==> config.mk <==
export PLATFORM = sky130hd
export DESIGN_NAME = xadac_vload_mem
export DESIGN_NICKNAME = d
export VERILOG_FILES = /design/src/rtl/xadac_vload_mem.sv
export SDC_FILE = /design/constraint.sdc
export NUM_CORES = 1
export LEC_CHECK = 0
export CAP_MARGIN = 20
export CORE_MARGIN = 10
export CORE_UTILIZATION = 35
export DETAILED_ROUTE_END_ITERATION = 12
export HOLD_SLACK_MARGIN = 0.06
export PLACE_DENSITY_LB_ADDON = 0.12
export RECOVER_POWER = 25
export SYNTH_ARGS = -nofsm -noshare
export SYNTH_HDL_FRONTEND = slang
export SYNTH_SLANG_ARGS = --single-unit
==> constraint.sdc <==
create_clock -name clk -period 5.45 [get_ports clk]
set_input_delay 0.8175 -clock clk [delete_from_list [all_inputs] [get_ports clk]]
set_output_delay 0.8175 -clock clk [all_outputs]
set_load 0.05 [all_outputs]
==> src/rtl/xadac_vload_mem.sv <==
// Vector load memory responder: queues AR requests, issues Beats narrow reads each and returns the assembled vector on R.
// Define XADAC_VLOAD_MEM_OVERLAP_EN to add an output register so the next load's reads overlap a pending R.
module xadac_vload_mem #(
    parameter int unsigned IdWidth      = 4,
    parameter int unsigned AddrWidth    = 32,
    parameter int unsigned VecDataWidth = 256,
    parameter int unsigned MemDataWidth = 64,
    parameter int unsigned ArDepth      = 4
) (
    input  logic                    clk,
    input  logic                    rstn,
    input  logic [IdWidth-1:0]      axi_ar_id,
    input  logic [AddrWidth-1:0]    axi_ar_addr,
    input  logic                    axi_ar_valid,
    output logic                    axi_ar_ready,
    output logic [IdWidth-1:0]      axi_r_id,
    output logic [VecDataWidth-1:0] axi_r_data,
    output logic                    axi_r_valid,
    input  logic                    axi_r_ready,
    output logic [AddrWidth-1:0]    mem_req_addr,
    output logic                    mem_req_valid,
    input  logic                    mem_req_ready,
    input  logic [MemDataWidth-1:0] mem_rsp_data,
    input  logic                    mem_rsp_valid
);

    localparam int unsigned Beats     = VecDataWidth / MemDataWidth;
    localparam int unsigned CntW      = $clog2(Beats + 1);
    localparam int unsigned PtrW      = $clog2(ArDepth);
    localparam int unsigned CntFifoW  = PtrW + 1;
    localparam int unsigned AlignBits = $clog2(VecDataWidth / 8);
    localparam int unsigned BeatBytes = MemDataWidth / 8;

    typedef enum logic [1:0] {IDLE, REQ, WAIT, RESP} state_e;

    state_e                  state_q, state_d;
    logic [PtrW-1:0]         wr_ptr_q, wr_ptr_d, rd_ptr_q, rd_ptr_d;
    logic [CntFifoW-1:0]     count_q, count_d;
    logic [IdWidth-1:0]      fifo_id_q   [ArDepth];
    logic [IdWidth-1:0]      fifo_id_d   [ArDepth];
    logic [AddrWidth-1:0]    fifo_base_q [ArDepth];
    logic [AddrWidth-1:0]    fifo_base_d [ArDepth];
    logic [IdWidth-1:0]      id_q, id_d;
    logic [AddrWidth-1:0]    base_q, base_d;
    logic [CntW-1:0]         req_cnt_q, req_cnt_d, rsp_cnt_q, rsp_cnt_d;
    logic [VecDataWidth-1:0] asm_q, asm_d;
    logic                    push, pop, load, fifo_empty, fifo_full, req_hs, rsp_take;
    logic                    unused_addr_lsb;
`ifdef XADAC_VLOAD_MEM_OVERLAP_EN
    logic                    out_valid_q, out_valid_d;
    logic [IdWidth-1:0]      out_id_q, out_id_d;
    logic [VecDataWidth-1:0] out_data_q, out_data_d;
`endif

    // Addresses are stored pre-aligned, so the byte offset within a vector is dropped.
    assign unused_addr_lsb = ^axi_ar_addr[AlignBits-1:0];

    assign fifo_empty    = (count_q == '0);
    assign fifo_full     = (count_q == CntFifoW'(ArDepth));
    assign axi_ar_ready  = !fifo_full;
    assign push          = axi_ar_valid && axi_ar_ready;
    assign req_hs        = (state_q == REQ) && mem_req_ready;
    assign rsp_take      = mem_rsp_valid && ((state_q == REQ) || (state_q == WAIT))
                           && (rsp_cnt_q != CntW'(Beats));
    assign mem_req_valid = (state_q == REQ);
    assign mem_req_addr  = base_q + AddrWidth'(req_cnt_q) * AddrWidth'(BeatBytes);

`ifdef XADAC_VLOAD_MEM_OVERLAP_EN
    assign axi_r_valid = out_valid_q;
    assign axi_r_id    = out_id_q;
    assign axi_r_data  = out_data_q;
`else
    assign axi_r_valid = (state_q == RESP);
    assign axi_r_id    = id_q;
    assign axi_r_data  = asm_q;
`endif

    always_comb begin
        state_d     = state_q;
        wr_ptr_d    = wr_ptr_q;
        rd_ptr_d    = rd_ptr_q;
        count_d     = count_q;
        fifo_id_d   = fifo_id_q;
        fifo_base_d = fifo_base_q;
        id_d        = id_q;
        base_d      = base_q;
        req_cnt_d   = req_cnt_q;
        rsp_cnt_d   = rsp_cnt_q;
        asm_d       = asm_q;
        pop         = 1'b0;
        load        = 1'b0;
`ifdef XADAC_VLOAD_MEM_OVERLAP_EN
        out_valid_d = out_valid_q;
        out_id_d    = out_id_q;
        out_data_d  = out_data_q;
        if (out_valid_q && axi_r_ready) out_valid_d = 1'b0;
`endif

        if (push) begin
            fifo_id_d[wr_ptr_q]   = axi_ar_id;
            fifo_base_d[wr_ptr_q] = {axi_ar_addr[AddrWidth-1:AlignBits], AlignBits'(0)};
            wr_ptr_d              = wr_ptr_q + PtrW'(1);
        end

        if (req_hs) req_cnt_d = req_cnt_q + CntW'(1);

        // Responses return in order, so the response count selects the destination slice.
        if (rsp_take) begin
            for (int unsigned b = 0; b < Beats; b++) begin
                if (rsp_cnt_q == CntW'(b)) asm_d[b*MemDataWidth +: MemDataWidth] = mem_rsp_data;
            end
            rsp_cnt_d = rsp_cnt_q + CntW'(1);
        end

        case (state_q)
            IDLE: load = !fifo_empty;
            REQ: begin
                if (req_hs && (req_cnt_q == CntW'(Beats - 1))) state_d = WAIT;
            end
            WAIT: begin
                if (rsp_cnt_d == CntW'(Beats)) begin
`ifdef XADAC_VLOAD_MEM_OVERLAP_EN
                    // Hand off only when the output slot is free or draining this cycle.
                    if (!out_valid_q || axi_r_ready) begin
                        out_valid_d = 1'b1;
                        out_id_d    = id_q;
                        out_data_d  = asm_d;
                        load        = !fifo_empty;
                        state_d     = IDLE;
                    end
`else
                    state_d = RESP;
`endif
                end
            end
            RESP: begin
                if (axi_r_valid && axi_r_ready) state_d = IDLE;
            end
            default: state_d = IDLE;
        endcase

        if (load) begin
            pop       = 1'b1;
            id_d      = fifo_id_q[rd_ptr_q];
            base_d    = fifo_base_q[rd_ptr_q];
            rd_ptr_d  = rd_ptr_q + PtrW'(1);
            req_cnt_d = '0;
            rsp_cnt_d = '0;
            state_d   = REQ;
        end

        case ({push, pop})
            2'b10:   count_d = count_q + CntFifoW'(1);
            2'b01:   count_d = count_q - CntFifoW'(1);
            default: count_d = count_q;
        endcase
    end

    always_ff @(posedge clk) begin
        if (!rstn) begin
            state_q     <= IDLE;
            wr_ptr_q    <= '0;
            rd_ptr_q    <= '0;
            count_q     <= '0;
            id_q        <= '0;
            base_q      <= '0;
            req_cnt_q   <= '0;
            rsp_cnt_q   <= '0;
            asm_q       <= '0;
`ifdef XADAC_VLOAD_MEM_OVERLAP_EN
            out_valid_q <= 1'b0;
            out_id_q    <= '0;
            out_data_q  <= '0;
`endif
        end else begin
            state_q     <= state_d;
            wr_ptr_q    <= wr_ptr_d;
            rd_ptr_q    <= rd_ptr_d;
            count_q     <= count_d;
            id_q        <= id_d;
            base_q      <= base_d;
            req_cnt_q   <= req_cnt_d;
            rsp_cnt_q   <= rsp_cnt_d;
            asm_q       <= asm_d;
`ifdef XADAC_VLOAD_MEM_OVERLAP_EN
            out_valid_q <= out_valid_d;
            out_id_q    <= out_id_d;
            out_data_q  <= out_data_d;
`endif
        end
    end

    // Queue storage carries no reset; occupancy is tracked by the pointers and count.
    always_ff @(posedge clk) begin
        fifo_id_q   <= fifo_id_d;
        fifo_base_q <= fifo_base_d;
    end

endmodule

==> results.txt <==
- Total power density per cell area: 439 nW/um2
- Number of cells in the design after placement: 2514
- Average cell area after synthesis: ~10 um2
* Cts repair resizes: 0
- For this run, the register share of the synthesized area comes to 0.595.
- The via count of the first global-routing pass came to 12400.
- Die W: 237 um
- Fillers: 4378
* Maximum number of buffers from clock root to sink: 3
* Count of unique library cells instantiated by Yosys: 45
* Failing checks: max-capacitance violations, max-slew violations
- For this configuration, the core starts out at a cell density of 0.354.
* Number of placement rows: 79
- Leakage power: ~0.0074 uW
- DRT Wirelength: between 50000 and 60000 um
- Fmax: about 230 MHz
- Synthesis inferred between 400 and 500 register bits.
- TritonCTS created 49 clock buffers.
* Vertical die dimension: 237 um
- Biggest fanout along the worst timing path: 5
* Fin Clk Skew: 0.0179 ns
- Setup Crit Path Kind: register to output port
- Total vias in the final route: 12500
* Least setup slack across all paths after layout: 1.13 ns
- Minimum clock period: around 4.3 ns
- Worst slew pin tran: between 2 and 2.5 ns
* # Max-Cap Violations: 5
- Final Hold Violating Endpoints: 0
- The first global-routing pass estimated 77800 um of wire.
- The tree is rooted in a sky130_fd_sc_hd__clkbuf_16.
- Crit path capture type: output port
* Pins over their slew limit: 151
- Worst Hold Slack: 0.451 ns
- Entering global routing, the biggest net connects 187 pins.
- The count of buffers added on input and output ports is between 300 and 400.
- The run finished, with violations left.
- Synthesis handed over a netlist of 1601 instances.
- Post-CTS repair timing setup buffer count: 0
- Arrival time at the worst endpoint: 3.50 ns
- GR Overflow Total: 0
* Antenna viol nets, final: 0
* Latest clock arrival within the worst-skew pair: 0.58 ns
- Synth-to-Final Area Change: 36.8%
- Via-per-instance ratio: 4.78
* Top-level I/O count: 401
* Final setup violation count: 0
- Number of buffers inserted by hold repair at cts: 0
* Pre-CTS setup slack: around 1.7 ns
- Detailed-route wire length per cell: just under 20 um
- Mapped Area: ~16000 um2
* Top cell type's share of synthesized area: 0.368
- Normalized max-slew margin: -0.369
- Clk pin slew, worst setup/hold paths: about 0.060 ns
- The Yosys step of the flow raised 0 warnings.
- Num Clock Sinks: 426
* Fraction of final layout cells with drive strength greater than 1: 0.0671
- DRC violation count after routing: 0
- After the last flow step, the layout net total stands at between 2000 and 2500.
* Type of origin of the critical path: register
- For the worst setup path, the data required time is roughly 4.6 ns.
* Worst hold path class: register to register
- Sum of negative setup slack: 0 ns
- Antenna violations before repair: 10
- Across every metal layer, demand over resource in global routing totals 0.178.
* Placeable core region: about 46000 um2
* Worst IR Drop VDD: about 270 uV
- For this block, the initial DRC count from the detailed router was 592.
* CTS tree: yes
- Area of the die: 56000 um2
- First-pass iteration count of the detailed router: 5
- Cell types with the largest area share after synthesis: sky130_fd_sc_hd__dfxtp_1, sky130_fd_sc_hd__edfxtp_1, sky130_fd_sc_hd__nand2_1
- Portion of the clock cycle consumed by the worst path in the final layout: 0.793
- The congestion estimate from routability-driven global placement came to ~0.78.
- The finished layout holds about 2600 standard cells, fillers aside.
* H-tree levels: 2
* Setup repair after global routing missed its margin: false
* Library cell occupying the most area in the post-synthesis netlist: sky130_fd_sc_hd__dfxtp_1
* DP Wirelength: 35200 um
- PnR Total Power: 9860 uW
## layer usage
metal,track usage,wire length (um),vias to the layer above
met4,0.0658,1460,10
met3,0.0475,3240,73
met5,0,68,-
met2,0.307,25600,301
li1,-,-,6082
met1,0.207,21500,5984
## registers in the layout (all words and copies together) (netlist names)
signal       count
axi_r_data     256
axi_r_id         4
base_q          27
count_q          3
fifo_base_q    108
fifo_id_q       16
rd_ptr_q         2
req_cnt_q        3
rsp_cnt_q        3
state_q          2
wr_ptr_q         2
## cell usage after synthesis, drive strengths merged
master   instances
fa               1
inv             16
nand2          598
mux2             1
xor2            12
nor2            16
ha              20
a311oi           1
nor2b            1
o21ai            5
a21boi         290
dfxtp          302
o31ai            1
and3             7
nor3             2
buf             14
a2111oi          1
nand2b           3
edfxtp         124
and3b            1
xnor2           20
clkbuf          90
nor4b            1
nand3           10
o211ai           2
a21oi            4
nand3b           1
mux4            31
o32ai            1
nor4             2
conb             1
a221oi           1
and2            10
a31oi            1
and4             1
or3              3
nand4            6
## layout by cell type, fill, tap and decap left out, types with 2 or more instances in the layout
cell,netlist,final
sky130_fd_sc_hd__buf_4,5,10
sky130_fd_sc_hd__or3_1,2,2
sky130_fd_sc_hd__nand4_1,5,5
sky130_fd_sc_hd__xor2_1,12,12
sky130_fd_sc_hd__and3_1,7,4
sky130_fd_sc_hd__ha_1,20,20
sky130_fd_sc_hd__a21boi_1,62,62
sky130_fd_sc_hd__diode_2,0,4
sky130_fd_sc_hd__o211ai_1,2,2
sky130_fd_sc_hd__bufinv_16,0,2
sky130_fd_sc_hd__clkinvlp_4,0,2
sky130_fd_sc_hd__nand2_2,0,4
sky130_fd_sc_hd__and3_2,0,3
sky130_fd_sc_hd__mux4_2,31,31
sky130_fd_sc_hd__o21ai_0,5,5
sky130_fd_sc_hd__nand2_1,598,594
sky130_fd_sc_hd__clkbuf_16,0,50
sky130_fd_sc_hd__clkbuf_1,90,17
sky130_fd_sc_hd__xnor2_1,20,20
sky130_fd_sc_hd__conb_1,1,3
sky130_fd_sc_hd__inv_1,15,15
sky130_fd_sc_hd__nor2_1,16,16
sky130_fd_sc_hd__clkinv_2,0,5
sky130_fd_sc_hd__and2_1,10,8
sky130_fd_sc_hd__edfxtp_1,124,124
sky130_fd_sc_hd__clkinv_8,0,2
sky130_fd_sc_hd__a21boi_0,228,228
sky130_fd_sc_hd__nand3_1,10,10
sky130_fd_sc_hd__a21oi_1,4,4
sky130_fd_sc_hd__clkbuf_8,0,13
sky130_fd_sc_hd__nand2b_1,3,3
sky130_fd_sc_hd__clkdlybuf4s50_1,0,360
sky130_fd_sc_hd__dlygate4sd3_1,0,31
sky130_fd_sc_hd__dfxtp_1,302,301
sky130_fd_sc_hd__nor4_1,2,2
## worst paths after layout
kind | from | endpoint | slack (ns) | depth (start not counted)
worst max-delay path | req_cnt_q[2] | mem_req_addr[30] | 1.13 | 7
worst min register to register | axi_r_data[245] | axi_r_data[245] | 0.45 | 2
worst max register to register | state_q[0] | count_q[2] | 1.19 | 11
worst min-delay path | axi_r_data[245] | axi_r_data[245] | 0.45 | 2
## worst max-delay path, stage by stage (launching register included)
cell and delay, ns:
sky130_fd_sc_hd__dfxtp_1 0.37, sky130_fd_sc_hd__ha_1 0.19, sky130_fd_sc_hd__nand3_1 0.21, sky130_fd_sc_hd__or3_4 0.41
sky130_fd_sc_hd__or3_1 0.47, sky130_fd_sc_hd__nor3_4 0.23, sky130_fd_sc_hd__xor2_1 0.20, sky130_fd_sc_hd__clkdlybuf4s50_1 0.84
## per-stage QoR
| stage | instance area, um2 | util |
|---|---|---|
| 3_5_place_dp | 20900 | 0.449 |
| 4_1_cts | 22500 | 0.484 |
| 3_3_place_gp | 20900 | 0.449 |
| 2_1_floorplan | 16400 | - |
| 5_1_grt | 22500 | 0.484 |
| 6_report | 22500 | 0.484 |
## cells by family (layout without fill, tap and decap cells)
logic type,Yosys count,in the layout,synth area share
AOI/OAI and AO/OA,307,307,0.139
xor gates and xnor gates,32,32,0.0171
adders and majority gates,21,21,0.0165
buffers and inverters,120,513,0.0292
DFF,426,426,0.595
muxes,32,32,0.0432
other,1,7,0.000228
and+or+nand+nor,662,662,0.160
## area by class of cell
cell class / count / area, um2 / share of cell area
sequential: 426 / 9770 / 0.435
clock inverter: 14 / 151 / 0.00673
inverter: 16 / 60.1 / 0.00267
tap: 607 / 759 / 0.0338
multi-input combinational: 1057 / 6210 / 0.276
clock buffer: 75 / 1480 / 0.0656
antenna: 4 / 10.0 / 0.000445
timing repair buffer: 408 / 4040 / 0.180
## power breakdown
part	leakage (uW)	switching (uW)	internal, uW
clock	0.000796	1310	1960
combinational	0.00307	1810	932
sequential	0.00358	240	3610
total	0.00745	3360	6500
Power figures use the tool's default switching activity.
